==> config.mk <==
export PLATFORM = sky130hd
export DESIGN_NAME = rw_responder_flat
export DESIGN_NICKNAME = d
export VERILOG_FILES = /design/src/rtl/rw_responder_if.sv /design/src/rtl/rw_responder.sv /design/src/flat_wrapper.sv
export SDC_FILE = /design/constraint.sdc
export NUM_CORES = 2
export LEC_CHECK = 0
export ABC_AREA = 0
export BUFFER_PORTS_ARGS = -buffer_cell sky130_fd_sc_hd__buf_2
export CAP_MARGIN = 20
export CELL_PAD_IN_SITES_DETAIL_PLACEMENT = 1
export CELL_PAD_IN_SITES_GLOBAL_PLACEMENT = 1
export CORE_MARGIN = 3
export CORE_UTILIZATION = 35
export CTS_CLUSTER_SIZE = 40
export DETAILED_ROUTE_END_ITERATION = 12
export GPL_TIMING_DRIVEN = 0
export PLACE_DENSITY = 0.6
export SETUP_SLACK_MARGIN = 0.2
export SYNTH_ARGS = -nofsm -noshare
export SYNTH_HDL_FRONTEND = slang
export SYNTH_MEMORY_MAX_BITS = 65536
export SYNTH_SLANG_ARGS = --single-unit
==> constraint.sdc <==
create_clock -name iCLK -period 10.4 [get_ports iCLK]
set_input_delay 0.52 -clock iCLK [delete_from_list [all_inputs] [get_ports iCLK]]
set_output_delay 0.52 -clock iCLK [all_outputs]
set_load 0.005 [all_outputs]
==> src/rtl/rw_responder_if.sv <==
// Request/response bundle for rw_responder: initiator drives requests, responder drives read data, stall and error.
interface rw_responder_if #(
  parameter int ADDR_W = 8,
  parameter int DATA_W = 16
);
  logic              iWRITE;
  logic              iREAD;
  logic [ADDR_W-1:0] iADDRESS;
  logic [DATA_W-1:0] iWRITEDATA;
  logic [DATA_W-1:0] oREADDATA;
  logic              oREADDATAVALID;
  logic              oWAITREQUEST;
  logic              oPROT_ERR;

  modport master (
    output iWRITE, iREAD, iADDRESS, iWRITEDATA,
    input  oREADDATA, oREADDATAVALID, oWAITREQUEST, oPROT_ERR
  );

  modport slave (
    input  iWRITE, iREAD, iADDRESS, iWRITEDATA,
    output oREADDATA, oREADDATAVALID, oWAITREQUEST, oPROT_ERR
  );
endinterface

==> src/rtl/rw_responder.sv <==
// Word memory responder: read data valid RD_LAT cycles after accept, writes land on the accepting edge.
// Stalls via oWAITREQUEST for REF_CYCLES every REF_PERIOD idle cycles; RW_RESP_ERR_INJECT_EN flips bit 0 on reads of 0x05.
module rw_responder #(
  parameter int ADDR_W     = 8,
  parameter int DATA_W     = 16,
  parameter int RD_LAT     = 2,
  parameter int REF_PERIOD = 64,
  parameter int REF_CYCLES = 4
) (
  input logic          iCLK,
  input logic          iRST,
  rw_responder_if.slave bus
);
  localparam int CNT_W = (REF_PERIOD > 2) ? $clog2(REF_PERIOD) : 1;

  typedef enum logic {IDLE, REFRESH} state_t;

  state_t            state, state_nxt;
  logic [CNT_W-1:0]  cnt, cnt_nxt;
  logic              wait_q;
  logic              prot_q;
  logic              acc, wr_acc, rd_acc;
  logic [DATA_W-1:0] rd_word;
  logic [DATA_W-1:0] mem [2**ADDR_W];
  logic [RD_LAT-1:0] vld_sr;
  logic [DATA_W-1:0] dat_sr [RD_LAT];

  assign acc    = ~iRST & ~wait_q & (bus.iWRITE | bus.iREAD);
  assign wr_acc = acc & bus.iWRITE;
  assign rd_acc = acc & bus.iREAD & ~bus.iWRITE;

  // One counter serves both the idle interval and the stall length.
  always_comb begin
    state_nxt = state;
    cnt_nxt   = cnt + CNT_W'(1);
    case (state)
      IDLE: begin
        if (cnt == CNT_W'(REF_PERIOD - 1)) begin
          cnt_nxt   = '0;
          state_nxt = REFRESH;
        end
      end
      REFRESH: begin
        if (cnt == CNT_W'(REF_CYCLES - 1)) begin
          cnt_nxt   = '0;
          state_nxt = IDLE;
        end
      end
      default: begin
        cnt_nxt   = '0;
        state_nxt = IDLE;
      end
    endcase
  end

  always_ff @(posedge iCLK) begin
    if (iRST) begin
      state  <= IDLE;
      cnt    <= '0;
      wait_q <= 1'b0;
    end else begin
      state  <= state_nxt;
      cnt    <= cnt_nxt;
      wait_q <= (state_nxt == REFRESH);
    end
  end

  // Storage is deliberately left out of reset so contents survive it.
  always_ff @(posedge iCLK) begin
    if (wr_acc)
      mem[bus.iADDRESS] <= bus.iWRITEDATA;
  end

`ifdef RW_RESP_ERR_INJECT_EN
  assign rd_word = mem[bus.iADDRESS]
                 ^ {{(DATA_W-1){1'b0}}, (bus.iADDRESS == ADDR_W'(5))};
`else
  assign rd_word = mem[bus.iADDRESS];
`endif

  // Data stages only advance behind a valid, so the last stage holds between pulses.
  always_ff @(posedge iCLK) begin
    if (iRST) begin
      vld_sr <= '0;
      prot_q <= 1'b0;
      for (int i = 0; i < RD_LAT; i++)
        dat_sr[i] <= '0;
    end else begin
      vld_sr[0] <= rd_acc;
      if (rd_acc)
        dat_sr[0] <= rd_word;
      for (int i = 1; i < RD_LAT; i++) begin
        vld_sr[i] <= vld_sr[i-1];
        if (vld_sr[i-1])
          dat_sr[i] <= dat_sr[i-1];
      end
      prot_q <= prot_q | (wr_acc & bus.iREAD);
    end
  end

  assign bus.oREADDATA      = dat_sr[RD_LAT-1];
  assign bus.oREADDATAVALID = vld_sr[RD_LAT-1];
  assign bus.oWAITREQUEST   = wait_q;
  assign bus.oPROT_ERR      = prot_q;
endmodule

==> src/flat_wrapper.sv <==
// flat-port wrapper written by rule: the top's interface ports become plain ports
module rw_responder_flat 
#(
  parameter int ADDR_W     = 8,
  parameter int DATA_W     = 16,
  parameter int RD_LAT     = 2,
  parameter int REF_PERIOD = 64,
  parameter int REF_CYCLES = 4
)
  (iCLK, iRST, bus_iWRITE, bus_iREAD, bus_iADDRESS, bus_iWRITEDATA, bus_oREADDATA, bus_oREADDATAVALID, bus_oWAITREQUEST, bus_oPROT_ERR);
  rw_responder_if #(.ADDR_W(ADDR_W), .DATA_W(DATA_W)) bus_i ();
  input logic iCLK;
  input logic iRST;
  input wire logic [$bits(bus_i.iWRITE)-1:0] bus_iWRITE;
  input wire logic [$bits(bus_i.iREAD)-1:0] bus_iREAD;
  input wire logic [$bits(bus_i.iADDRESS)-1:0] bus_iADDRESS;
  input wire logic [$bits(bus_i.iWRITEDATA)-1:0] bus_iWRITEDATA;
  output wire logic [$bits(bus_i.oREADDATA)-1:0] bus_oREADDATA;
  output wire logic [$bits(bus_i.oREADDATAVALID)-1:0] bus_oREADDATAVALID;
  output wire logic [$bits(bus_i.oWAITREQUEST)-1:0] bus_oWAITREQUEST;
  output wire logic [$bits(bus_i.oPROT_ERR)-1:0] bus_oPROT_ERR;
  assign bus_i.iWRITE = bus_iWRITE;
  assign bus_i.iREAD = bus_iREAD;
  assign bus_i.iADDRESS = bus_iADDRESS;
  assign bus_i.iWRITEDATA = bus_iWRITEDATA;
  assign bus_oREADDATA = bus_i.oREADDATA;
  assign bus_oREADDATAVALID = bus_i.oREADDATAVALID;
  assign bus_oWAITREQUEST = bus_i.oWAITREQUEST;
  assign bus_oPROT_ERR = bus_i.oPROT_ERR;
  rw_responder #(.ADDR_W(ADDR_W), .DATA_W(DATA_W), .RD_LAT(RD_LAT), .REF_PERIOD(REF_PERIOD), .REF_CYCLES(REF_CYCLES)) u_core (.iCLK(iCLK), .iRST(iRST), .bus(bus_i));
endmodule
# Yosys cells after proc, flatten, opt, wreduce, memory -nomap -nowiden
# Memories as Yosys holds them, arrays and structs flattened.
# Index checks and enable logic that the tools add are counted.
# W data, S select, Z words.
dict set report word_totals {
  ram_bits 4128
  register_bits 10
  memories 2
  input_bits 28
  output_inout_bits 19
}
# memory depth word_bits read_ports rd_clocked_by_memory_dff wr line_no
set mem_list {}
lappend mem_list {u_core.mem 256 16 1 0 1 rw_responder.sv:24} ;# logic [DATA_W-1:0] mem [2**ADDR_W];
lappend mem_list {u_core.dat_sr 2 16 2 0 2 rw_responder.sv:26} ;# logic [DATA_W-1:0] dat_sr [RD_LAT];
dict set report classes {
  eq_ne 2
  addsub 1
  muxes 18
  bitwise 13
}
# cell count
set ops {}
lappend ops {{$mux W16} 2}
lappend ops {{$mux W1} 12}
lappend ops {{$mux W6} 2}
lappend ops {{$pmux W6 S2} 1}
lappend ops {{$add A6 B1 Y6 const B} 1}
lappend ops {{$and A1 B1 Y1} 6}
lappend ops {{$eq A6 B2 Y1 const B} 1}
lappend ops {{$eq A6 B6 Y1 const B} 1}
lappend ops {{$or A1 B1 Y1} 4}
lappend ops {{$not A1 Y1} 3}
lappend ops {{$pmux W1 S2} 1}

# Depth between registers and ports, before layout
dict set report logic_depth {
  depth_word 9
  depth_mapped 12
}

# Worst setup path after synthesis
# No wires, ideal clock.
dict set report synth_timing {
  path_kind {input-to-reg}
  startpoint {input bus_iADDRESS[1]}
  endpoint {memory u_core.mem[148][0], enable pin}
  setup_time_ps 430
  t_required_ps 9970
  cell_stages 8
  t_arrival_ps 3367
  setup_slack_ps 6603
  path_cell_list {buf_4 buf_4 buf_4 buf_2 buf_4 buf_2 buf_4 nor4_1}
}
# element line_no
set synth_rtl {}
lappend synth_rtl {{from (decl)} flat_wrapper.sv:16} ;# input wire logic [$bits(bus_i.iADDRESS)-1:0] bus_iADDRESS;
lappend synth_rtl {{to (decl)} rw_responder.sv:24}
# Straight into the memory's write port.

# Worst setup path after layout
dict set report layout_timing {
  startpoint {input bus_iADDRESS[1]}
  endpoint {memory u_core.mem[83][3], enable pin}
}
# Straight into the memory's write port.

==> impl_metrics.env <==
export IMPL_status="finished clean"
export IMPL_grt_usage=0.2237
export IMPL_skew_ns=0.09841
export IMPL_arrival_ns=5.92
export IMPL_p_clk_frac=0.428
export IMPL_die_area_um2=462000
export IMPL_grt_antenna_before_repair=51
export IMPL_fmax_ghz=0.1878
export IMPL_floorplan_die_height_um=679.7
export IMPL_slew_headroom=0.1154
export IMPL_clk_pin_slew_ns=0.07
export IMPL_crit_fanout=16
export IMPL_routed_wl_um=528000
export IMPL_r2r_end="u_core.mem[83][3]"
export IMPL_switching_power_mw=7.966
export IMPL_power_mw=35.49
export IMPL_postCtsHoldBufs=17
export IMPL_grt_pass1_wl_um=717300
export IMPL_yosys_top_cells_count="4128 x edfxtp_1, 871 x mux4_2, 353 x mux2i_1, 321 x nor2_1, 261 x nand2_1"
export IMPL_critPathCaptureType="flop"
export IMPL_hp_class="input port to flop"
export IMPL_synthArstFlopShare=0
export IMPL_cts_root_buf="clkbuf_16"
export IMPL_final_layout_size_suffix_gt1_frac=0.2807
export IMPL_start_util=0.3526
export IMPL_syn_avg_cell_area_um2=21.46
export IMPL_startpoint_type="input port"
export IMPL_insertion_delay_ns=1.06
export IMPL_tns_ns=0
export IMPL_row_count=246
export IMPL_drtPass1Iterations=10
export IMPL_coreArea_um2=450600
export IMPL_drv_slew=0
export IMPL_dieWidth_um=679.7
export IMPL_switching_share=0.2245
export IMPL_clock_sinks=4138
export IMPL_crit_required_ns=10.99
export IMPL_grt_overflow=0
export IMPL_synth_area_um2=158900
export IMPL_cts_buffer_depth=4
export IMPL_drc=0
export IMPL_min_to="u_core.mem[136][14]"
export IMPL_yosys_warnings=0
export IMPL_dp_hpwl_um=365400
export IMPL_post_cts_setup_buffers=0
export IMPL_maxCapViolations=0
export IMPL_synth_ff_type="edfxtp_1"
export IMPL_synth_cell_types=62
export IMPL_ys_seq_area_frac=0.7815
export IMPL_combPwrFrac=0.054
export IMPL_cts_made_buffers=430
export IMPL_grt_pass1_vias=85110
export IMPL_share_seq_of_total_power=0.518
export IMPL_r2r_start="u_core.state"
export IMPL_power_density_nw_per_um2=189.6
export IMPL_path_class="input port to flop"
export IMPL_vias=84310
export IMPL_yosys_area_top_type="edfxtp_1"
export IMPL_cts_resized=0
export IMPL_routabilityCongestion=0.9431
export IMPL_tightest_slew_ns=1.324
export IMPL_rsz0062_at_grt="no"
export IMPL_synth_top_area_frac=0.7803
export IMPL_synth_seq_cells=4138
export IMPL_period_minus_slack_ns=5.326
export IMPL_r2r_worst_path_cells=5
export IMPL_post_synth_top_count_cell="edfxtp_1"
export IMPL_synth_edf_count=4128
export IMPL_port_buffer_count=41
export IMPL_ir_drop_mv=0.1291
export IMPL_htree_num_levels=5
export IMPL_detail_route_wl_per_cell_um=36.27
export IMPL_io_pins=47
export IMPL_whs_path_depth=1
export IMPL_synthTopCellsByArea="edfxtp_1 78%, mux4_2 12%, mux2i_1 2.2%, a22oi_1 0.98%, nor2_1 0.76%"
export IMPL_finalHoldViolations=0
export IMPL_drtIter0Drc=12060
export IMPL_hold_start="bus_iWRITEDATA[14]"
export IMPL_setup_viol=0
export IMPL_via_per_inst=5.791
export IMPL_synth_cells=7403
export IMPL_syn_num_nets=7432
export IMPL_cts_tree="yes"
export IMPL_area_growth_pct=17.82
export IMPL_reg2reg_slack_ns=5.62
export IMPL_p_int_mw=27.52
export IMPL_grt_start_max_net_pins=165
export IMPL_period_share=0.5121
export IMPL_p_leak_nw=58.63
export IMPL_ant_nets=0
export IMPL_layout_setup_ws_ns=5.074
export IMPL_preCtsSetupSlack_ns=4.350
export IMPL_nets=8253
[cells by family (layout without fill, tap and decap cells)]
family          after synthesis  after routing  share of synthesized area
buf+inv                     465           1645                    0.01639
flops                      4138           4138                     0.7815
xor+xnor                      4              4                  0.0002206
fa+ha+maj                     1              1                 0.00007874
compound gates              667            667                    0.03006
simple gates                901            901                    0.02581
other cells                   0             24                          0
mux                        1227           1227                     0.1459
[worst max-delay path, stage by stage]
cell      delay (ns)
buf_4           0.26
buf_6           0.37
buf_2           0.62
buf_2           0.64
buf_2           0.76
nor2b_1         0.36
nand3_1         0.53
clkbuf_2        0.74
nor2_2          1.01
[per-layer routing]
| metal | share of wire | wire length (µm) | vias up | GRT usage |
|---|---|---|---|---|
| li1 | - | - | 32870 | - |
| met1 | 0.39 | 206900 | 45930 | 0.2961 |
| met2 | 0.47 | 247100 | 4536 | 0.3537 |
| met3 | 0.091 | 47960 | 965 | 0.05157 |
| met4 | 0.049 | 25900 | 12 | 0.09800 |
| met5 | 0.00015 | 80 | - | 0 |
[layout make-up]
type	instances	area [µm²]
inverter	4	15.01
antenna	24	60.06
buffer	461	2606
multi-input combinational	2800	32920
timing repair buffer	389	6228
sequential	4138	124200
clock buffer	524	11200
clock inverter	267	2554
tap	5952	7447
fill	42430	263400
[metrics by stage]
step / instance area (µm²) / utilization / hold WS [ns] / cells
2_1_floorplan: 158900 / - / 0.4179 / 7403
5_1_grt: 187100 / 0.4153 / 0.003146 / 14540
6_report: 187200 / 0.4154 / 0.02387 / 14560
3_3_place_gp: 166500 / 0.3695 / 0.4293 / 13400
4_1_cts: 187100 / 0.4152 / 0.007728 / 14530
3_5_place_dp: 173200 / 0.3843 / 0.4396 / 13730
[cell usage in the layout, fill, tap and decap left out, types with 28 or more instances in the layout]
master and n:
mux2i_1 353, a22oi_1 208, nand2_1 261, clkbuf_16 433, nand4_1 100, clkbuf_1 240
buf_16 83, buf_4 113, clkinv_2 75, and3_1 36, bufinv_16 37, mux4_2 871
clkinv_1 115, nor2_1 77, a21oi_1 121, edfxtp_1 4128, o21ai_0 77, buf_6 69
buf_2 175, a221oi_1 106, a22o_1 48, and2_1 28, buf_8 209, nor2_2 244
nand3_1 63
[worst max path at each step]
stage | start | endpoint | slack (ns)
global route | bus_iADDRESS[1] | u_core.mem[83][7] | 5.22
CTS | bus_iADDRESS[1] | u_core.mem[83][5] | 5.38
detailed placement | bus_iADDRESS[1] | u_core.mem[83][2] | 4.35
finish | bus_iADDRESS[1] | u_core.mem[83][3] | 5.07
global placement | bus_iADDRESS[5] | u_core.mem[164][4] | 3.01
floorplan | bus_iADDRESS[1] | u_core.mem[148][0] | 6.60
[state kept, by name, indices dropped and copies added, names as in the netlist]
register              cells
u_core.bus.oPROT_ERR      1
u_core.vld_sr             2
u_core.cnt                6
u_core.dat_sr            32
u_core.state              1
u_core.mem             4096
[power by group through the flow]
| stage | clock [mW] | sequential (mW) | combinational (mW) |
|---|---|---|---|
| final | 15.2 | 18.4 | 1.92 |
| after global routing | 16.1 | 18.4 | 1.97 |
| after CTS | 15.4 | 18.4 | 1.90 |
| after detailed placement | 0 | 18.7 | 1.89 |
| after global placement | 0 | 18.8 | 1.76 |
| after floorplan | 0 | 18.7 | 0.809 |
Power figures use the tool's default switching activity.
